$ cat src/rtl/serial_adder.sv
// Bit-serial adder: one bit per clock through a ripple full adder, result after WIDTH cycles.
// Optional subtract mode is compiled in when SERIAL_ADDER_SUB_EN is defined (adds the sub port).
module serial_adder #(
    parameter int WIDTH = 8
) (
    input  logic             clk,
    input  logic             rst,
    input  logic             start,
    input  logic [WIDTH-1:0] a,
    input  logic [WIDTH-1:0] b,
`ifdef SERIAL_ADDER_SUB_EN
    input  logic             sub,
`endif
    output logic             busy,
    output logic             done,
    output logic [WIDTH-1:0] sum,
    output logic             cout,
    output logic             ovf
);

    localparam int CW = (WIDTH > 1) ? $clog2(WIDTH) : 1;

    typedef enum logic [1:0] {
        IDLE,
        RUN,
        DONE
    } state_t;

    state_t state, state_next;

    logic [WIDTH-1:0] a_sr;
    logic [WIDTH-1:0] b_sr;
    logic [WIDTH-2:0] res_sr;
    logic [WIDTH-1:0] res_full;
    logic [CW-1:0]    cnt;
    logic             carry;
    logic             carry_init;
    logic             accept;
    logic             last;
    logic             b_bit;
    logic             ha1_s, ha1_c, ha2_s, ha2_c;
    logic             fa_s, fa_c;

`ifdef SERIAL_ADDER_SUB_EN
    logic sub_r;
    assign b_bit      = b_sr[0] ^ sub_r;
    assign carry_init = sub;
`else
    assign b_bit      = b_sr[0];
    assign carry_init = 1'b0;
`endif

    assign accept = start && (state != RUN);
    assign last   = (cnt == CW'(WIDTH - 1));
    assign busy   = (state == RUN);
    assign done   = (state == DONE);

    // Full adder as two cascaded half adders.
    assign ha1_s = a_sr[0] ^ b_bit;
    assign ha1_c = a_sr[0] & b_bit;
    assign ha2_s = ha1_s ^ carry;
    assign ha2_c = ha1_s & carry;
    assign fa_s  = ha2_s;
    assign fa_c  = ha1_c | ha2_c;

    // The newest sum bit enters at the MSB; after the last bit the whole word is aligned.
    assign res_full = {fa_s, res_sr};

    always_ff @(posedge clk or posedge rst) begin
        if (rst) begin
            state <= IDLE;
        end else begin
            state <= state_next;
        end
    end

    always_comb begin
        state_next = state;
        case (state)
            IDLE: if (start) state_next = RUN;
            RUN:  if (last)  state_next = DONE;
            DONE: state_next = start ? RUN : IDLE;
            default: state_next = IDLE;
        endcase
    end

    always_ff @(posedge clk or posedge rst) begin
        if (rst) begin
            a_sr   <= '0;
            b_sr   <= '0;
            res_sr <= '0;
            cnt    <= '0;
            carry  <= 1'b0;
            sum    <= '0;
            cout   <= 1'b0;
            ovf    <= 1'b0;
`ifdef SERIAL_ADDER_SUB_EN
            sub_r  <= 1'b0;
`endif
        end else if (accept) begin
            a_sr   <= a;
            b_sr   <= b;
            cnt    <= '0;
            carry  <= carry_init;
`ifdef SERIAL_ADDER_SUB_EN
            sub_r  <= sub;
`endif
        end else if (state == RUN) begin
            a_sr   <= a_sr >> 1;
            b_sr   <= b_sr >> 1;
            res_sr <= res_full[WIDTH-1:1];
            carry  <= fa_c;
            cnt    <= cnt + 1'b1;
            // carry still holds the carry into the MSB on the final bit.
            if (last) begin
                sum  <= res_full;
                cout <= fa_c;
                ovf  <= carry ^ fa_c;
            end
        end
    end

endmodule

$ cat config.mk
export PLATFORM = sky130hd
export DESIGN_NAME = serial_adder
export DESIGN_NICKNAME = d
export VERILOG_FILES = /design/src/rtl/serial_adder.sv
export SDC_FILE = /design/constraint.sdc
export NUM_CORES = 1
export LEC_CHECK = 0
export CAP_MARGIN = 0
export CORE_UTILIZATION = 25
export CTS_CLUSTER_SIZE = 12
export DETAILED_ROUTE_END_ITERATION = 6
export GPL_TIMING_DRIVEN = 0
export PLACE_DENSITY = 0.44
export SLEW_MARGIN = 20
export SYNTH_ARGS = -nofsm -noshare
export SYNTH_HDL_FRONTEND = slang
export SYNTH_SLANG_ARGS = --single-unit
$ cat constraint.sdc
create_clock -name clk -period 2.1 [get_ports clk]
set_input_delay 0.42 -clock clk [delete_from_list [all_inputs] [get_ports clk]]
set_output_delay 0.42 -clock clk [all_outputs]
set_load 0.02 [all_outputs]
* Word level (Yosys, flattened, before mapping) *
Index checks and enable logic that the tools add are counted.

cells by class
  $add $sub $neg = 1
  eq/ne operators = 6
  mux-type cells = 12
  bitwise gates (word level) = 7
  reduce and logical (&&, ||, !) cells = 6

operators with widths
  cell                                                    number
  two-way mux 8 bit                                       4
  two-way mux 3 bit                                       2
  one-hot mux 2 bit (3 select lines)                      1
  two-way mux 2 bit                                       2
  inequality test 2 x 1 -> 1 bit (second input constant)  2
  AND reduction 2 bit                                     2
  adder 3 x 1 -> 3 bit (second input constant)            1
  equality test 3 bit (second input constant)             1
  two-way mux 1 bit                                       3
  AND reduction 3 bit                                     1
  XOR 1 bit                                               3
  AND 1 bit                                               2
  equality test 2 x 1 -> 1 bit (second input constant)    1
  equality test 2 bit (second input constant)             1
  zero test 2 bit                                         1
  inequality test 2 bit (second input constant)           1
  nonzero test 2 bit                                      1
  logical AND 1 bit                                       1
  inverter 1 bit                                          1
  OR 1 bit                                                1

storage, ports and cells
  bits in registers = 39
  bits of input ports = 19
  output and inout port bits = 12
  word-level logic and storage cells = 41

* Depth between registers and ports, before layout *
Gate-level depths: netlist of the first run.

  depth after elaboration = 5
  mapped depth = 5
  gate-level depth less buffers = 4

* Least setup slack after synthesis of the first run *
OpenSTA, ideal clock, no wires.

  path type = reg2reg
  start point = reg cnt[0]
  end point = reg ovf
  setup time = 0.128 ns
  arrival time = 1.388 ns
  data required time = 1.972 ns
  slack = 0.584 ns
  cell stages (with the launch flop) = 6
  path buffers = 1
  clock period less this slack = 1.516 ns
  cell sequence = dfrtp_1 ha_1 ha_1 nand3b_1 buf_2 mux2_1

on the way
  word-level cells in the longest chain between the ends = 2

ends and longest elaborated chain
  item                           RTL line  RTL
  start, declared                35        logic [CW-1:0] cnt;
  start signal, assigned         113       cnt <= cnt + 1'b1;
  equality test 3 bit            54        assign last = (cnt == CW'(WIDTH - 1));
  AND reduction 3 bit (no line)  -
  end signal, assigned           118       ovf <= carry ^ fa_c;
  end, declared                  18        output logic ovf

Every way passes these cells.
A chain may end at the register's enable or synchronous reset.

* Worst setup path in the final report of the first run *
  start point = reg state[0]
  end point = out done

on the way
  word-level cells in the longest chain between the ends = 1

ends and longest elaborated chain
  item                    RTL line  RTL
  start, declared         29        state_t state, state_next;
  start signal, assigned  73        state <= state_next;
  equality test 2 bit     56        assign done = (state == DONE);
  end, declared           15        output logic done,

Every way passes these cells.

==> results of run 1 <==
cells by family after synthesis:
family / count (synthesis) / share of synthesized area (%)
buffers and inverters: 15 / 4.40
and+or+nand+nor: 9 / 2.89
muxes: 51 / 35.8
adders and majority gates: 3 / 2.47
xor gates and xnor gates: 1 / 0.481
DFF: 39 / 53.6
AOI/OAI and AO/OA: 1 / 0.344
path summary, 6_finish.rpt:
| path | start | endpoint | slack [ps] | cells past startpoint |
|---|---|---|---|---|
| max in group asynchronous | rst | sum[6] | 1280 | 3 |
| hold / removal | rst | res_sr[0] | 390 | 2 |
| setup reg to reg | cnt[0] | ovf | 440 | 5 |
| setup / recovery | state[0] | done | 200 | 2 |
| min in group clk | cnt[0] | cnt[0] | 480 | 1 |
| hold reg to reg | cnt[0] | cnt[0] | 480 | 1 |
flip-flops by register name (all words and copies together), names as in the netlist:
signal / count
res_sr: 7
cnt: 3
ovf: 1
sum: 8
b_sr: 8
a_sr: 8
carry: 1
state: 2
cout: 1
timing repair:
| action | CTS | global route |
|---|---|---|
| endpoints found under the setup margin | 1 | 0 |
| buffers inserted | 0 | 0 |
| resized for setup | 1 | 0 |
final cells by class:
cell class / instances / share of cell area, %
plain buffers: 5 / 1.78
clock buffers: 6 / 3.03
clock inverters: 2 / 2.51
inverters: 10 / 1.57
multi-input cells: 65 / 32.0
flip-flops and latches: 39 / 40.8
well taps: 96 / 5.02
repair buffers: 31 / 13.3
metal layers:
| metal | part of all wire, % | global-route usage, % | vias up | wire (µm) |
|---|---|---|---|---|
| met5 | 0 | 0 | - | 0 |
| met4 | 2.1 | 5.37 | 0 | 65 |
| met3 | 4.3 | 3.13 | 4 | 136 |
| met2 | 47 | 15.6 | 18 | 1500 |
| met1 | 46 | 12.5 | 501 | 1460 |
| li1 | - | - | 481 | - |
where the power goes:
part	leakage (nW)	total [mW]	switching [mW]	internal [mW]
Sequential	0.484	1.29	0.187	1.10
Combinational	0.564	1.38	0.549	0.828
Clock	0.0654	0.729	0.254	0.475
Total	1.11	3.39	0.990	2.40
cell usage in the layout, fill, tap and decap left out:
cell             count
mux2_1               7
inv_2                2
inv_1                8
nand2b_1             3
dfrtp_1             39
ha_1                 2
o22ai_1              1
nor2_1               2
clkdlybuf4s50_1     29
buf_2                1
mux2_2              14
mux2_4              23
fa_1                 1
clkbuf_8             5
nor2b_1              3
dlygate4sd2_1        1
bufinv_16            2
nand3b_1             1
buf_12               1
xnor2_1              1
buf_4                2
clkbuf_1             1
buf_6                2
mux2i_1              7
==> flow_summary.ini, run 1 <==
[grt]
first_global_vias = 1112
grt_overflow_total = 0
grt_pass1_wl_um = 5590
grtUsageTotal_pct = 10.0
grt_max_degree = 29
antenna_found_initial = 0

[finish]
final_nets = 179
num_antenna_cells = 0
seq_area_um2 = 976
drive_above_1_share_pct = 32.9
final_cell_area_mm2 = 0.00239
multi_input_area_um2 = 764
fin_util_pct = 34.6
area.growth.synth_to_final_pct = 31.4
nFillCells = 698
finalNonFillerCells = 254

[worst_setup_path]
critical-path-slowest-cell = clkdlybuf4s50_1
critPathArrivalTime_ps = 1480
crit_type = reg -> out
crit_fanout = 4
crit_path_max_incr_delay_ps = 620
crit_chain = nor2b_1 > clkdlybuf4s50_1
cp_data_required_time_ps = 1680
cp-end-kind = output pin
start_kind = register
critPathBufInv = 1
crit_family = buffers and inverters

[synth]
ys_ff_latch = 39
synth_top_cells_by_area = dfrtp_1 54%, mux2_4 19%, mux2_2 8.7%
ys_seq_area_share_pct = 53.6
yosys.area.top_type_share_pct = 53.6
synth_edf_count = 0
syn_nets = 141
synth_area_per_cell_um2 = 15.3
synth.distinct_cells = 18
syn_inst = 119
ys_warn_count = 0
ys_top_cells_by_count = 39 x dfrtp_1, 23 x mux2_4, 14 x mux2_2, 9 x inv_1
synthFlopType = dfrtp_1
synth.most_common_cell = dfrtp_1
syn_area_mm2 = 0.00182
yosysTopAreaCell = dfrtp_1
async_reset_ff_share_pct = 100

[die]
dieWidth_um = 87.3
initial_utilization_pct = 26.4
core_area_mm2 = 0.00691
die_y_um = 87.3
io-pin-count = 31
die_area_mm2 = 0.00763
rows = 30

[detailed_routing]
first_iter_violations = 60
wl_per_cell_um = 12.5
drc = 0
wl_um = 3170
num_vias = 1004
drt_first_pass_iters = 4
postRouteAntennaNets = 0
via_per_inst = 3.95

[sta]
finalSetupViolCount = 0
period_share_pct = 90.3
min_period_ps = 1900
tightestPinTransition_ps = 272
fin_worst_skew_ps = 4.34
hold_violations = 0
rsz0062_at_grt = false
fin_hold_ws_ps = 386
max_slew_margin_pct = 81.8
max_freq_mhz = 528
fin_setup_tns_ps = 0
worst_slack_ps = 204
report.final.slew_viol_count = 0

[placed_design]
dp.cells = 246
place.gp.congestion = 0.644
dpl.hpwl_um = 2220
io_buffers = 30
pre_cts_slack_ps = 208
place_area_mm2 = 0.00226

[cts]
cts_max_level = 2
cts-root-buf = clkbuf_8
cts_buffer_depth = 2
cts-buffers-inserted = 5
clkSinkCount = 39
hold_buffers = 0
insertion_delay_ps = 280
cts_tree = done
path_clk_slew_ps = 80

[pwr]
power_density_mw_per_mm2 = 1420
power.total_mw = 3.39
ir_worst_vdd_uv = 287
p_leak_nw = 1.11

[status]
status = complete, no violations

[worst_hold_path]
min_path_type = in -> async

[run]
drv_cap = 0
Note: power is estimated with default switching activity, not from simulation.
==> run 2: changes to the inputs <==
==> constraint.sdc (replaced) <==
create_clock -name clk -period 2.1 [get_ports clk]
set_input_delay 0.21 -clock clk [delete_from_list [all_inputs] [get_ports clk]]
set_output_delay 0.21 -clock clk [all_outputs]
set_load 0.02 [all_outputs]
==> run 2 against run 1 <==
Effect of this change:
- first-iteration DRC count did not move
- flip-flop and latch count unchanged
- hold slack got worse by 210 ps
- cell count is the same
- sequential share of layout area hardly changed
- utilization about the same
- maximum frequency down 0.72%
- clock-buffer cell count stayed put
- clock skew barely moved
- die area is the same
- combinational power is essentially flat
- critical endpoint is now busy
==> flow_summary.ini, run 2 (synthesis gave the netlist of run 1 again) <==
[worst_setup_path]
cp-end-kind = output pin
start_kind = register
crit_fanout = 9
critPathArrivalTime_ps = 1700
cp_data_required_time_ps = 1890
crit_type = reg -> out

[placed_design]
place_area_mm2 = 0.00226
io_buffers = 30
dpl.hpwl_um = 2220
place.gp.congestion = 0.644
dp.cells = 246

[die]
die_area_mm2 = 0.00763
core_area_mm2 = 0.00691
die_y_um = 87.3
initial_utilization_pct = 26.4
rows = 30
dieWidth_um = 87.3
io-pin-count = 31

[grt]
antenna_found_initial = 0
first_global_vias = 1112
grt_overflow_total = 0
grtUsageTotal_pct = 10.0
grt_pass1_wl_um = 5590
grt_max_degree = 29

[finish]
final_cell_area_mm2 = 0.00239
mostFrequentLayoutCell = dfrtp_1
drive_above_1_share_pct = 32.9
layout_common_cells = 39 x dfrtp_1, 30 x clkdlybuf4s50_1, 23 x mux2_4, 14 x mux2_2, 8 x inv_1
reg_top3 = a_sr: 8 flops, b_sr: 8 flops, sum: 8 flops
num_antenna_cells = 0
final_nets = 179
finalNonFillerCells = 254
area.growth.synth_to_final_pct = 31.5

[sta]
max_slew_margin_pct = 81.8
report.final.slew_viol_count = 0
finalSetupViolCount = 0
rsz0062_at_grt = false
hold_violations = 0
tightestPinTransition_ps = 272
period_share_pct = 90.9
max_freq_mhz = 524
min_period_ps = 1910
fin_worst_skew_ps = 4.34
fin_hold_ws_ps = 176
fin_setup_tns_ps = 0

[detailed_routing]
drt_first_pass_iters = 4
drc = 0
wl_per_cell_um = 12.5
first_iter_violations = 60
num_vias = 1004
via_per_inst = 3.95
postRouteAntennaNets = 0
wl_um = 3160

[cts]
cts_resized = 0
cts_tree = done
hold_buffers = 0
cts_buffer_depth = 2
insertion_delay_ps = 280
cts_setup_buffers = 0
cts-root-buf = clkbuf_8
cts_max_level = 2
cts-buffers-inserted = 5
path_clk_slew_ps = 80
clkSinkCount = 39

[pwr]
ir_worst_vdd_uv = 287
power_density_mw_per_mm2 = 1420
power.total_mw = 3.40
p_leak_nw = 1.11

[worst_hold_path]
min_path_type = in -> async

[run]
drv_cap = 0

[status]
status = complete, no violations
## run 2: changes by cell type in the layout (fill, tap and decap cells not counted), sizes merged
cell / change
dlygate4sd2: -1
clkdlybuf4s50: +1
## run 2: worst max-delay path, cell delays in order (launching register included)
cell and delay, ps:
dfrtp_1 380, nand2b_1 180, inv_2 200, clkdlybuf4s50_1 650
## run 2: worst paths after layout
path	startpoint	endpoint	slack, ps	cells after the start
max in group asynchronous	rst	sum[6]	1490	3
hold / removal	rst	res_sr[0]	180	2
hold reg to reg	cnt[0]	cnt[0]	480	1
min in group clk	cnt[0]	cnt[0]	480	1
setup reg to reg	cnt[0]	ovf	440	5
setup / recovery	state[1]	busy	190	3
## run 2: layout make-up
class / instances / area (µm²)
Tap cell: 96 / 120
Timing Repair Buffer: 31 / 320
Clock buffer: 6 / 72.6
Inverter: 10 / 37.5
Sequential cell: 39 / 976
Multi-Input combinational cell: 65 / 764
Buffer: 5 / 42.5
Fill cell: 697 / 4510
Clock inverter: 2 / 60.1
## run 2: metal layers
metal / global-route usage [%] / share of wire [%] / vias to the layer above
met3: 3.13 / 4.3 / 4
met5: 0 / 0 / -
met1: 12.5 / 46 / 501
met2: 15.6 / 47 / 18
li1: - / - / 481
met4: 5.37 / 2.1 / 0
## run 2: power by group
part | internal (mW) | switching [mW]
Clock | 0.475 | 0.254
Combinational | 0.836 | 0.549
Sequential | 1.10 | 0.187
## run 2: stage by stage
step / worst slack, ps / util [%]
finish: 191 / 34.7
global route: 69.6 / 34.7
CTS: 148 / 34.7
detailed placement: 418 / 32.7
global placement: 151 / 32.4
floorplan: 584 / -
